## config.mk

```make
export PLATFORM = sky130hd
export DESIGN_NAME = pipeline4
export DESIGN_NICKNAME = d
export VERILOG_FILES = /design/src/rtl/pipeline4.sv
export SDC_FILE = /design/constraint.sdc
export NUM_CORES = 1
export LEC_CHECK = 0
export CAP_MARGIN = 20
export CORE_MARGIN = 1.5
export CORE_UTILIZATION = 44
export CTS_CLUSTER_DIAMETER = 50
export DETAILED_ROUTE_END_ITERATION = 10
export PLACE_DENSITY = 0.83
export SLEW_MARGIN = 10
export SYNTH_ARGS = -nofsm -noshare
export SYNTH_HDL_FRONTEND = slang
export SYNTH_SLANG_ARGS = --single-unit
```

## constraint.sdc

```tcl
create_clock -name clk_in -period 4.9 [get_ports clk_in]
set_clock_uncertainty 0.1 [all_clocks]
set_input_delay 0.98 -clock clk_in [delete_from_list [all_inputs] [get_ports clk_in]]
set_output_delay 0.98 -clock clk_in [all_outputs]
set_load 0.02 [all_outputs]
```

## src/rtl/pipeline4.sv

```systemverilog
// pipeline4: memory-access / write-back stage sitting directly behind execute.
// Define MEM_TIMEOUT_EN to bound the wait for mem_ack with an 8-bit counter (MEM_TIMEOUT cycles).
module pipeline4 #(
  parameter int unsigned DATA_WIDTH     = 16,
  parameter int unsigned MEM_WIDTH      = 16,
  parameter int unsigned PC_WIDTH       = 16,
  parameter int unsigned REG_ADDR_WIDTH = 4,
  parameter int unsigned CTRL_WIDTH     = 6,
  parameter int unsigned MEM_TIMEOUT    = 15,
  // Opcode encodings; must match the shared params_proc.v table.
  parameter logic [CTRL_WIDTH-1:0] OP_NOP  = CTRL_WIDTH'(0),
  parameter logic [CTRL_WIDTH-1:0] OP_LW   = CTRL_WIDTH'(16),
  parameter logic [CTRL_WIDTH-1:0] OP_SW   = CTRL_WIDTH'(17),
  parameter logic [CTRL_WIDTH-1:0] OP_JR   = CTRL_WIDTH'(24),
  parameter logic [CTRL_WIDTH-1:0] OP_JPC  = CTRL_WIDTH'(25),
  parameter logic [CTRL_WIDTH-1:0] OP_BRFL = CTRL_WIDTH'(26),
  parameter logic [CTRL_WIDTH-1:0] OP_RET  = CTRL_WIDTH'(27)
) (
  input  logic                      clk_in,
  input  logic                      RST,
  input  logic [CTRL_WIDTH-1:0]     ctrl_in,
  input  logic                      pc_chg_in,
  input  logic [PC_WIDTH-1:0]       pc_in,
  input  logic                      mem_we_in,
  input  logic [DATA_WIDTH-1:0]     data_in,
  input  logic [MEM_WIDTH-1:0]      addr_in,
  input  logic [REG_ADDR_WIDTH-1:0] reg_addr_in,
  output logic                      mem_req,
  output logic                      mem_wr,
  output logic [MEM_WIDTH-1:0]      mem_addr,
  output logic [DATA_WIDTH-1:0]     mem_wdata,
  input  logic [DATA_WIDTH-1:0]     mem_rdata,
  input  logic                      mem_ack,
  output logic                      reg_we,
  output logic [REG_ADDR_WIDTH-1:0] reg_waddr,
  output logic [DATA_WIDTH-1:0]     reg_wdata,
  output logic                      pc_chg,
  output logic [PC_WIDTH-1:0]       pc_out,
  output logic                      stall
);

  if (MEM_TIMEOUT < 1 || MEM_TIMEOUT > 255) begin : g_bad_timeout
    $error("pipeline4: MEM_TIMEOUT must fit the 8-bit counter (1..255)");
  end

  typedef enum logic [1:0] {StIdle, StRdWait, StWrWait} state_e;

  state_e                    r_state, w_state_next;
  logic                      r_mem_req, w_mem_req_next;
  logic                      r_mem_wr, w_mem_wr_next;
  logic [MEM_WIDTH-1:0]      r_mem_addr, w_mem_addr_next;
  logic [DATA_WIDTH-1:0]     r_mem_wdata, w_mem_wdata_next;
  logic                      r_reg_we, w_reg_we_next;
  logic [REG_ADDR_WIDTH-1:0] r_reg_waddr, w_reg_waddr_next;
  logic [DATA_WIDTH-1:0]     r_reg_wdata, w_reg_wdata_next;
  logic                      r_pc_chg, w_pc_chg_next;
  logic [PC_WIDTH-1:0]       r_pc_out, w_pc_out_next;
  logic [REG_ADDR_WIDTH-1:0] r_ld_waddr, w_ld_waddr_next;

  logic w_is_lw, w_is_sw, w_no_wb, w_timeout;

  assign w_is_lw = (ctrl_in == OP_LW);
  assign w_is_sw = (ctrl_in == OP_SW) || mem_we_in;
  assign w_no_wb = ctrl_in inside {OP_SW, OP_JR, OP_JPC, OP_BRFL, OP_RET, OP_NOP};

`ifdef MEM_TIMEOUT_EN
  logic [7:0] r_to_cnt;

  // Cleared while idle, so it is zero on the first wait cycle of every access.
  always_ff @(posedge clk_in) begin
    if (RST) begin
      r_to_cnt <= '0;
    end else if (r_state == StIdle) begin
      r_to_cnt <= '0;
    end else if (!mem_ack) begin
      r_to_cnt <= r_to_cnt + 8'd1;
    end
  end

  assign w_timeout = !mem_ack && (r_to_cnt == 8'(MEM_TIMEOUT - 1));
`else
  assign w_timeout = 1'b0;
`endif

  always_comb begin
    w_state_next     = r_state;
    w_mem_req_next   = r_mem_req;
    w_mem_wr_next    = r_mem_wr;
    w_mem_addr_next  = r_mem_addr;
    w_mem_wdata_next = r_mem_wdata;
    w_reg_we_next    = 1'b0;
    w_reg_waddr_next = r_reg_waddr;
    w_reg_wdata_next = r_reg_wdata;
    w_pc_chg_next    = 1'b0;
    w_pc_out_next    = r_pc_out;
    w_ld_waddr_next  = r_ld_waddr;
    case (r_state)
      StIdle: begin
        if (w_is_lw) begin
          w_mem_req_next  = 1'b1;
          w_mem_wr_next   = 1'b0;
          w_mem_addr_next = addr_in;
          w_ld_waddr_next = reg_addr_in;
          w_state_next    = StRdWait;
        end else if (w_is_sw) begin
          w_mem_req_next   = 1'b1;
          w_mem_wr_next    = 1'b1;
          w_mem_addr_next  = addr_in;
          w_mem_wdata_next = data_in;
          w_state_next     = StWrWait;
        end else begin
          w_pc_chg_next    = pc_chg_in;
          w_pc_out_next    = pc_in;
          w_reg_waddr_next = reg_addr_in;
          w_reg_wdata_next = data_in;
          w_reg_we_next    = !w_no_wb;
        end
      end
      StRdWait: begin
        // A timed-out load still retires, writing zero to its destination.
        if (mem_ack || w_timeout) begin
          w_mem_req_next   = 1'b0;
          w_reg_we_next    = 1'b1;
          w_reg_waddr_next = r_ld_waddr;
          w_reg_wdata_next = mem_ack ? mem_rdata : '0;
          w_state_next     = StIdle;
        end
      end
      StWrWait: begin
        if (mem_ack || w_timeout) begin
          w_mem_req_next = 1'b0;
          w_state_next   = StIdle;
        end
      end
      default: w_state_next = StIdle;
    endcase
  end

  always_ff @(posedge clk_in) begin
    if (RST) begin
      r_state     <= StIdle;
      r_mem_req   <= 1'b0;
      r_mem_wr    <= 1'b0;
      r_mem_addr  <= '0;
      r_mem_wdata <= '0;
      r_reg_we    <= 1'b0;
      r_reg_waddr <= '0;
      r_reg_wdata <= '0;
      r_pc_chg    <= 1'b0;
      r_pc_out    <= '0;
      r_ld_waddr  <= '0;
    end else begin
      r_state     <= w_state_next;
      r_mem_req   <= w_mem_req_next;
      r_mem_wr    <= w_mem_wr_next;
      r_mem_addr  <= w_mem_addr_next;
      r_mem_wdata <= w_mem_wdata_next;
      r_reg_we    <= w_reg_we_next;
      r_reg_waddr <= w_reg_waddr_next;
      r_reg_wdata <= w_reg_wdata_next;
      r_pc_chg    <= w_pc_chg_next;
      r_pc_out    <= w_pc_out_next;
      r_ld_waddr  <= w_ld_waddr_next;
    end
  end

  assign mem_req   = r_mem_req;
  assign mem_wr    = r_mem_wr;
  assign mem_addr  = r_mem_addr;
  assign mem_wdata = r_mem_wdata;
  assign reg_we    = r_reg_we;
  assign reg_waddr = r_reg_waddr;
  assign reg_wdata = r_reg_wdata;
  assign pc_chg    = r_pc_chg;
  assign pc_out    = r_pc_out;
  assign stall     = (r_state != StIdle);

endmodule

```

Word-level counts from Yosys, hierarchy flattened
Cells that the tools add are included.
{"block": "op_classes", "n_addsub": 0, "multipliers": 0, "div_mod_pow": 0, "n_lt_le_gt_ge": 0, "n_eq_ne": 13, "n_shift": 0, "n_mux": 23, "bitwise_logic": 3, "reduce_logical": 18}
{"op": "$mux W16", "n": 5}
{"op": "$eq A6 B5 Y1 const B", "n": 6}
{"op": "$pmux W16 S2", "n": 1}
{"op": "$mux W4", "n": 3}
{"op": "$reduce_and A3 Y1", "n": 3}
{"op": "$pmux W4 S2", "n": 1}
{"op": "$reduce_bool A2 Y1", "n": 4}
{"op": "$mux W1", "n": 7}
{"op": "$logic_not A6 Y1", "n": 1}
{"op": "$mux W2", "n": 3}
{"op": "$ne A2 B2 Y1 const B", "n": 3}
{"op": "$reduce_and A2 Y1", "n": 3}
{"op": "$reduce_bool A6 Y1", "n": 1}
{"op": "$pmux W1 S2", "n": 2}
{"op": "$pmux W2 S2", "n": 1}
{"op": "$reduce_and A4 Y1", "n": 1}
{"op": "$reduce_or A4 Y1", "n": 1}
{"op": "$ne A3 B3 Y1 const B", "n": 1}
{"op": "$not A1 Y1", "n": 3}
{"op": "$eq A2 B1 Y1 const B", "n": 1}
{"op": "$eq A2 B2 Y1 const B", "n": 1}
{"op": "$logic_not A2 Y1", "n": 1}
{"op": "$ne A2 B1 Y1 const B", "n": 1}
{"op": "$reduce_or A2 Y1", "n": 1}
{"op": "2 further kinds", "n": 2}
{"block": "word_totals", "register_bits": 78, "latch_bits": 0, "ram_bits": 0, "mem_bits_ro": 0, "input_bits": 79, "output_inout_bits": 73, "wordCells": 68, "mem_count": 0}

Depth between registers and ports, before layout
{"block": "logic_depth", "ltp_word": 6, "mapped_depth": 9}

Worst setup path after synthesis
OpenSTA, ideal clock, no wires.
{"block": "synth_timing", "path_kind": "register -> output", "start": "register r_state[0]", "end": "output stall", "arrival_time_ns": 1.185, "path_slack_ns": 2.635, "stages_incl_launch_ff": 6, "path_buffers": 2, "cell_sequence": "dfxtp_1 -> inv_1 -> ha_1 -> buf_2 -> inv_1 -> clkbuf_1"}
{"block": "synth_via", "elab_chain_cells": 1}
{"element": "from (decl)", "line_no": "48", "text": "state_e r_state, w_state_next;"}
{"element": "from (signal assigned)", "line_no": "141", "text": "r_state <= StIdle;"}
{"element": "from (signal assigned)", "line_no": "153", "text": "r_state <= w_state_next;"}
{"element": "$reduce_bool A2 Y1", "line_no": "176", "text": "assign stall = (r_state != StIdle);"}
{"element": "to (decl)", "line_no": "39", "text": "output logic stall"}
No other way between the ends.

Worst setup path in the final report
{"block": "layout_timing", "start": "input ctrl_in[3]", "end": "register r_reg_wdata[1], in the netlist reg_wdata[1]"}
{"block": "layout_via", "elab_chain_cells": 4}
{"element": "from (decl)", "line_no": "21", "text": "input logic [CTRL_WIDTH-1:0] ctrl_in,"}
{"element": "$eq A6 B5 Y1", "line_no": "63", "text": "assign w_is_sw = (ctrl_in == OP_SW) || mem_we_in;"}
{"element": "$logic_or A1 B1 Y1", "line_no": "63"}
{"element": "$ne A2 B2 Y1 (no source line)"}
{"element": "$reduce_and A4 Y1 (no source line) (*)"}
{"element": "to (signal assigned)", "line_no": "160", "text": "r_reg_wdata <= w_reg_wdata_next;"}
{"element": "to (decl)", "line_no": "55", "text": "logic [DATA_WIDTH-1:0] r_reg_wdata, w_reg_wdata_next;"}
Mark *: on every way between the ends. The rest lies on a longest branch, timed or not.
A chain may end at the register's enable or synchronous reset.

==> impl_metrics.ini <==
[outcome]
outcome = complete, no violations

[yosys]
yosys_warnings = 0
syn_area_per_cell_sq_um = 9.36
ys_seq_area_share_pct = 48.2
syn_nets = 427
synth-edff-count = 0
syn_inst = 346
async_reset_ff_share_pct = 0
synth-seq-cells = 78
ys_types = 27
synth.cell_area_sq_mm = 0.00324
ys.flop_type = dfxtp_1

[grt]
grt_pass1_wl_microns = 13700
grt_util_all_layers_pct = 22.4
antenna_found_initial = 0
grt_overflow = 0
grt_max_degree = 71
grt_pass1_vias = 2882

[drt]
vias = 3069
wl_per_cell_microns = 15.4
drt_first_iter_violations = 105
ant_nets = 0
viasPerCell = 5.25
drt_wl_total_microns = 9010
detail_route.first_pass.iterations = 4
drc = 0

[final_layout]
drive_above_1_share_pct = 5.35
final_common_cell = clkdlybuf4s50_1
areaGrowthSynthToFinish_pct = 54.5
diodes = 0
finalNetCount = 563
most-common-layout-cells = clkdlybuf4s50_1 (150), dfxtp_1 (78), a21oi_1 (40)
utilization_pct = 69.7
fillers = 586
register_area_sq_mm = 0.00156
multi_input_area_sq_mm = 0.00154

[cts]
post-cts-setup-buffer-count = 0
ctsHoldBuffers = 0
cts_made_buffers = 9
clockRootBuffer = clkbuf_8
cts_tree = built
clk_pin_slew_ns = 0.08
htree_levels = 3
clock_latency_ns = 0.34
clock_path_buffers = 2
cts.sinks = 78
cts_repair_resize_count = 0

[min_path]
hold_depth = 2
min_from = mem_wdata[15]$_SDFFE_PP0P_
min_path_type = reg -> reg
min_to = mem_wdata[15]$_SDFFE_PP0P_

[sta]
hold_viol = 0
fmax_ghz = 0.301
rsz0062_at_grt = no
setup_tns_ns = 0
setup_violations = 0
fin_crit_ns = 3.33
slew_viol_final = 0
fin_crit_sh_pct = 67.9
holdWs_ns = 0.375
tightest_slew_ns = 1.02
relSlewSlack_pct = 32.3

[die]
die_area_sq_mm = 0.00789
die_w_microns = 88.8
io_pins = 152
die_h_microns = 88.8
rows = 31
coreArea_sq_mm = 0.00718
start_util_pct = 45.1

[worst_setup_path]
arrival_ns = 3.46
critPathKind = in -> reg
ff2ff_path_depth = 8
critPathMaxFanout = 20
r2r_start = r_state[1]$_SDFFE_PP0P_
r2r_end = reg_wdata[1]$_SDFFE_PP0P_
ff2ff_setup_slack_ns = 2.37
cp-startpoint = ctrl_in[3]
end_kind = register
cp.required_ns = 5.03
critPathLaunchType = input port

[placement]
gp_congestion = 0.758
port-buffer-count = 151
dpl.hpwl_microns = 6370

[power]
ir_worst_vdd_mv = 0.160
cellLeakagePower_nw = 1.89
total_power_mw = 1.67
cellPowerDensity_mw_per_mm2 = 334

[job]
cap_violations = 0
-- critical path, cell delays in order --
cell and delay [ns]:
clkdlybuf4s50_1 0.48, nor3b_4 0.40, a21o_1 0.58, nand2_1 0.60, a211oi_1 0.41
-- state kept, by name, summed over array words and instances, names as in the netlist --
name        flops
mem_addr       16
mem_wdata      16
pc_out         16
reg_wdata      16
r_ld_waddr      4
reg_waddr       4
r_state         2
mem_req         1
mem_wr          1
pc_chg          1
reg_we          1
-- synthesized netlist by cell type, types with 2 or more instances --
cell,number,area share [%]
a211oi_1,22,5.1
a21boi_0,3,0.70
a21oi_1,40,6.2
buf_2,5,0.77
buf_4,2,0.46
clkbuf_1,22,2.5
dfxtp_1,78,48
ha_1,2,0.77
inv_1,4,0.46
mux2i_1,36,11
nand2_1,4,0.46
nand2b_1,37,7.1
nand3_1,17,2.6
nor2_1,21,2.4
nor2b_1,3,0.58
o21ai_0,19,2.9
o22ai_1,21,4.1
-- worst max-delay path by stage --
stage / endpoint / slack, ns / cells past startpoint
after floorplan: stall / 2.63 / 5
after global placement: reg_wdata[3]$_SDFFE_PP0P_ / 1.44 / 5
after detailed placement: reg_wdata[9]$_SDFFE_PP0P_ / 1.32 / 5
after CTS: reg_wdata[1]$_SDFFE_PP0P_ / 1.62 / 5
after global routing: reg_wdata[1]$_SDFFE_PP0P_ / 1.45 / 5
final: reg_wdata[1]$_SDFFE_PP0P_ / 1.57 / 5
-- cell type report --
class,instances,area share [%]
sequential,78,31.2
inverter,4,0.300
multi-input combinational,234,30.7
tap,99,2.48
timing repair buffer,155,30.9
clock inverter,4,1.40
clock buffer,11,3.03
-- stage by stage --
stage / std cells / area [sq um] / setup slack (ns)
after floorplan: 346 / 3240 / 2.63
after global placement: 569 / 4770 / 1.44
after detailed placement: 570 / 4780 / 1.32
after CTS: 585 / 5000 / 1.62
after global routing: 585 / 5000 / 1.45
final: 585 / 5000 / 1.57
-- kinds of logic (layout without fill, tap and decap cells) --
logic type | count (synthesis) | in the layout | share of synthesized area [%]
AOI/OAI and AO/OA | 108 | 108 | 19.8
adders and majority gates | 2 | 2 | 0.772
buffers and inverters | 34 | 174 | 4.71
DFF | 78 | 78 | 48.2
muxes | 37 | 37 | 11.8
and+or+nand+nor | 87 | 87 | 14.7
-- report_power, final --
part           internal, mW  leakage (nW)  switching, mW
Combinational         0.214          1.13          0.209
Sequential            0.688         0.643         0.0283
Clock                 0.310         0.115          0.222
Total                  1.21          1.89          0.459
-- layer usage --
metal  GRT usage, %  routed length, microns  vias to the layer above
li1               -                       -                     1505
met1           28.6                    3880                     1451
met4           8.52                     174                        0
met5              0                       0                        -
met3           3.36                     434                       14
met2           37.9                    4530                       99
No activity file was read; power rests on OpenSTA's default activity.
==> patch 1: new RTL, same settings <==
Take the reset off `r_mem_addr`, `r_mem_wdata`, `r_reg_waddr`, `r_reg_wdata` and `r_ld_waddr` and load them in a clocked block of their own.
--- a/src/rtl/pipeline4.sv
+++ b/src/rtl/pipeline4.sv
@@ -143,10 +143,5 @@
       r_mem_wr    <= 1'b0;
-      r_mem_addr  <= '0;
-      r_mem_wdata <= '0;
       r_reg_we    <= 1'b0;
-      r_reg_waddr <= '0;
-      r_reg_wdata <= '0;
       r_pc_chg    <= 1'b0;
       r_pc_out    <= '0;
-      r_ld_waddr  <= '0;
     end else begin
@@ -155,11 +150,14 @@
       r_mem_wr    <= w_mem_wr_next;
-      r_mem_addr  <= w_mem_addr_next;
-      r_mem_wdata <= w_mem_wdata_next;
       r_reg_we    <= w_reg_we_next;
-      r_reg_waddr <= w_reg_waddr_next;
-      r_reg_wdata <= w_reg_wdata_next;
       r_pc_chg    <= w_pc_chg_next;
       r_pc_out    <= w_pc_out_next;
-      r_ld_waddr  <= w_ld_waddr_next;
     end
+  end
+
+  always_ff @(posedge clk_in) begin
+    r_mem_addr  <= w_mem_addr_next;
+    r_mem_wdata <= w_mem_wdata_next;
+    r_reg_waddr <= w_reg_waddr_next;
+    r_reg_wdata <= w_reg_wdata_next;
+    r_ld_waddr  <= w_ld_waddr_next;
   end
Function: changed (a bounded check fails within 4 cycles, from zero or initial values and one cycle with RST high).
==> patch 1 against the unedited design <==
Synthesized area down 6.6%. Cell area down 3.2%. Power down 2.7%. Sequential cell count unchanged. Sequential power up 9.8%. Wire length down 17%. Worst setup slack better by 330 ps.
==> patch 1: results (changes against the unedited design) <==
- Routed wire length: 7450 microns (-17%)
- Postcts setup bufs: 0 (unchanged)
- Total CTS buffers: 9 (unchanged)
- Port Buffers: 151 (unchanged)
- Antenna cell count: 0 (unchanged)
- Initial antenna violation count: 0 (unchanged)
- CTS H-tree depth: 3 (unchanged)
- Vias in the first global route: 2239 (-22%)
- Yosys top cell area share: 55.6% (+7.4 points)
- Most frequent cells after synthesis: edfxtp_1 (56), nand2_1 (30), dfxtp_1 (22), mux2_2 (20), mux2i_1 (17)
- Tot GR Track Use: 20.3% (-2.1 points)
- Nets: 440 (-22%)
- Hold crit path type: reg2reg
- Leak: 0.00175 uW (-7.1%)
- First-pass GRT wire length: 11200 microns (-18%)
- Min-Delay Path Depth: 2 (unchanged)
- Distinct cell type count after synthesis: 37 (+37%)
- Reg clk slew, reported paths: 70 ps
- Sequential cell area fraction in the yosys report: 70.1% (+22 points)
- DR iter-0 viols: 81 (-23%)
- Clock Latency Late Sink: 340 ps (about the same)
- CTS max path bufs: 2 (unchanged)
- Async S/R FF share, synth: 0% (unchanged)
- PostCTS Resize Cnt: 0 (unchanged)
- Syn Nets: 284 (-33%)
- Layout cells sized above 1: 12.6% (+7.3 points)
- Crit Path Max Fanout: 16 (-20%)
- Max_slew headroom: 33.3% (+1.0 points)
- Register-to-register path setup slack: 2290 ps (-80 ps)
- Cells on worst reg2reg path: 5 (-3)
- Vias: 2237 (-27%)
- Max VDD drop: 169 uV (+5.2%)
- HPWL Detailed: 5520 microns (-13%)
- Synth warnings: 0 (unchanged)
- EDFF count, synth: 56 (+56)
- Worst hold margin: 361 ps (-13.6 ps)
- Largest net degree at the start of global routing: 31 (-56%)
- Critical path arrival: 2860 ps (-600 ps)
- Placer Congestion: 0.813 (+7.3%)
- DR pass1 iterations: 4 (unchanged)
- Status: finished clean
- Synth top area cells: edfxtp_1 (56%), dfxtp_1 (15%), mux2_2 (7.4%)
- Root buffer cell: clkbuf_8
patch 1: cell types whose count changed after synthesis, moves of 5 or more:
cell      unedited run  this run
o21ai_0             19         3
nand2_1              4        30
clkbuf_1            22         5
a21oi_1             40         3
buf_2                5         0
nand2b_1            37         6
mux2_2               0        20
a211oi_1            22         2
edfxtp_1             0        56
nor2_1              21         3
o22ai_1             21         1
dfxtp_1             78        22
mux2i_1             36        17
nand3_1             17         2
patch 1: power breakdown:
group / switching [uW] / internal, uW
Clock: 231 / 286
Sequential: 17.7 / 768
Combinational: 153 / 171
patch 1: metrics by stage:
step           utilization, %  area (sq um)  setup slack, ps  cells
6_report                 72.1          4840             1910    444
5_1_grt                  72.1          4840             1770    444
4_1_cts                  71.8          4830             1890    443
3_5_place_dp             68.7          4610             1520    427
3_3_place_gp             68.4          4600             1640    426
2_1_floorplan               -          3030             1950    203
patch 1: logic make-up after synthesis:
group / after synthesis / share of synthesized area, %
simple gates: 56 / 9.67
mux: 37 / 13.1
compound gates: 17 / 3.93
fa+ha+maj: 2 / 0.827
flops: 78 / 70.1
buf+inv: 13 / 2.40
patch 1: layout make-up:
type / count / area (sq um)
flip-flops and latches: 78 / 2120
fillers: 446 / 1880
repair buffers: 154 / 1550
multi-input cells: 112 / 842
clock buffers: 10 / 128
well taps: 80 / 100
clock inverters: 6 / 86.3
inverters: 4 / 15.0
patch 1: path summary, 6_finish.rpt:
kind | end | from
worst max register to register | reg_wdata[12] | r_state[1]
worst max-delay path | mem_wdata[1] | ctrl_in[3]
worst min register to register | pc_out[8] | pc_out[8]
worst min-delay path | pc_out[8] | pc_out[8]
patch 1: routing by layer:
| layer | routed length (microns) | up-vias | GRT usage [%] |
|---|---|---|---|
| li1 | - | 1061 | - |
| met2 | 3900 | 90 | 34.9 |
| met1 | 2970 | 1072 | 24.0 |
| met5 | 0 | - | 0 |
| met3 | 376 | 14 | 4.43 |
| met4 | 199 | 0 | 10.1 |
patch 1: worst max-delay path, cell delays in order:
cell	delay [ps]
clkdlybuf4s50_1	520
nor3b_4	410
nand3_1	150
a21oi_2	790
==> patch 2: new RTL, config.mk and constraints unchanged <==
Without the edit above. Build with the macro `MEM_TIMEOUT_EN` defined.
--- a/src/rtl/pipeline4.sv
+++ b/src/rtl/pipeline4.sv
@@ -2,2 +2,4 @@
 // Define MEM_TIMEOUT_EN to bound the wait for mem_ack with an 8-bit counter (MEM_TIMEOUT cycles).
+`define MEM_TIMEOUT_EN
+
 module pipeline4 #(
Formal check against the unedited RTL: no difference found for any inputs over 4 cycles, from zero or initial values and one cycle with RST high; that may be too few to reach the edited logic, so the function may still have changed.
==> patch 2 against the unedited design <==
Register-to-register slack got worse by 350 ps. Hold slack got worse by 18 ps. Wire length increased by 4.9%. Cell area increased by 11%. Synthesized cell count increased by 11%. Power increased by 10%. Sequential cell count increased by 8. Via count increased by 6.7%. Count of clock-buffer cells in the layout decreased by 1. Fmax increased by 1.5%. Worst setup slack improved by 48 ps. Synthesized area increased by 14%. Critical endpoint is now mem_req.
==> patch 2: results (changes against the unedited design) <==
- DR pass1 iterations: 5 (+1)
- Distinct cell type count after synthesis: 44 (+63%)
- Synth top area cells: dfxtp_1 (46%), mux2i_1 (11%), a311oi_2 (5.7%)
- Slowest cell on crit path: nor4_2
- Largest net degree at the start of global routing: 58 (-18%)
- PostCTS Resize Cnt: 0 (unchanged)
- Most frequent cells after synthesis: dfxtp_1 (86), mux2i_1 (41), a21oi_1 (39), nand2_1 (35), nor2_1 (33)
- Routed wire length: 9460 microns (+4.9%)
- Tot GR Track Use: 21.3% (-1.0 points)
- Vias: 3275 (+6.7%)
- Layout cells sized above 1: 8.75% (+3.4 points)
- Max stage delay on crit path: 790 ps (+190 ps)
- Mux contribution to synthesized area: 11.1% (-0.75 points)
- Crit Path Max Fanout: 44 (+120%)
- Post-synthesis compound-gate area fraction: 18.7% (-1.1 points)
- Synth Area in XOR/XNOR: 1.42% (+1.4 points)
- Tightest Pin Transition: 863 ps (-153 ps)
- HPWL Detailed: 6800 microns (+6.7%)
- Max VDD drop: 183 uV (+14%)
- CTS max path bufs: 2 (unchanged)
- First-pass GRT wire length: 15000 microns (+9.8%)
- Placed Instance Area: 5270 sq um (+10%)
- Leak: 0.00209 uW (+11%)
- Postcts setup bufs: 0 (unchanged)
- Number of fill cells: 631 (+7.7%)
- Placer Congestion: 0.787 (+3.8%)
- Syn Nets: 468 (+9.6%)
- Nets: 604 (+7.3%)
- Fraction of the mapped netlist area in adder cells: 1.35% (+0.58 points)
- Vias in the first global route: 3180 (+10%)
- EDFF count, synth: 0 (unchanged)
- Sequential cell area fraction in the yosys report: 46.5% (-1.7 points)
- Post-Place Worst Slack: 1250 ps (-69.5 ps)
- Status: finished clean
- DR iter-0 viols: 126 (+20%)
- Critical path arrival: 3420 ps (-40 ps)
- CTS H-tree depth: 3 (unchanged)
patch 2: cell types whose count changed after synthesis, moves of 15 or more:
cell	before	now
nand3_1	17	2
a22oi_1	0	16
o22ai_1	21	0
a211oi_1	22	1
o21ai_0	19	1
nand2_1	4	35
patch 2: power by group:
part           switching [uW]  leakage [uW]  internal (uW)
registers                28.5      0.000707            754
logic                     219       0.00126            223
clock network             260      0.000127            356
patch 2: stage by stage:
step / utilization (%) / std cells / total power (uW) / hold WS, ps
final: 67.7 / 631 / 1840 / 357
after global routing: 67.7 / 631 / 1920 / 371
after CTS: 67.6 / 630 / 1860 / 359
after detailed placement: 64.5 / 614 / 1240 / 345
after global placement: 64.3 / 613 / 1230 / 338
after floorplan: - / 385 / 1030 / 363
patch 2: cell families (layout without fill, tap and decap cells):
group | count (synthesis) | in the layout
AO/OA/AOI/OAI | 87 | 87
XOR/XNOR | 6 | 6
adder cells (fa/ha/maj) | 4 | 4
buffers and inverters | 40 | 181
flip-flops | 86 | 86
multiplexers | 41 | 41
AND/OR/NAND/NOR | 121 | 121
patch 2: routing by layer:
metal / GRT usage, % / vias to the layer above / share of wire, %
met4: 7.71 / 0 / 1.8
li1: - / 1624 / -
met2: 34.4 / 138 / 45
met3: 6.12 / 14 / 9.1
met1: 27.1 / 1499 / 44
met5: 0 / - / 0
patch 2: worst reg2reg max path, cell delays in order (launching register included):
cell	delay [ps]
dfxtp_1	310
inv_1	90
ha_1	370
clkinv_1	580
o41ai_4	480
buf_4	450
a21oi_1	170
a311oi_2	250
patch 2: layout make-up:
type                            count  area (sq um)  share of cell area (%)
Multi-Input combinational cell    259          1840                    33.2
Timing Repair Buffer              157          1560                    28.2
Sequential cell                    86          1720                    31.1
Inverter                            8          30.0                   0.542
Tap cell                          105           131                    2.37
Clock buffer                       10           138                    2.49
Clock inverter                      6           116                    2.10
patch 2: worst paths after layout:
check,from,endpoint,slack [ps],cells after the start
worst max-delay path,ctrl_in[1],mem_req,1620,6
worst max register to register,r_state[1],reg_waddr[2],2020,7
worst min-delay path,mem_addr[4],mem_addr[4],360,2
worst min register to register,mem_addr[4],mem_addr[4],360,2
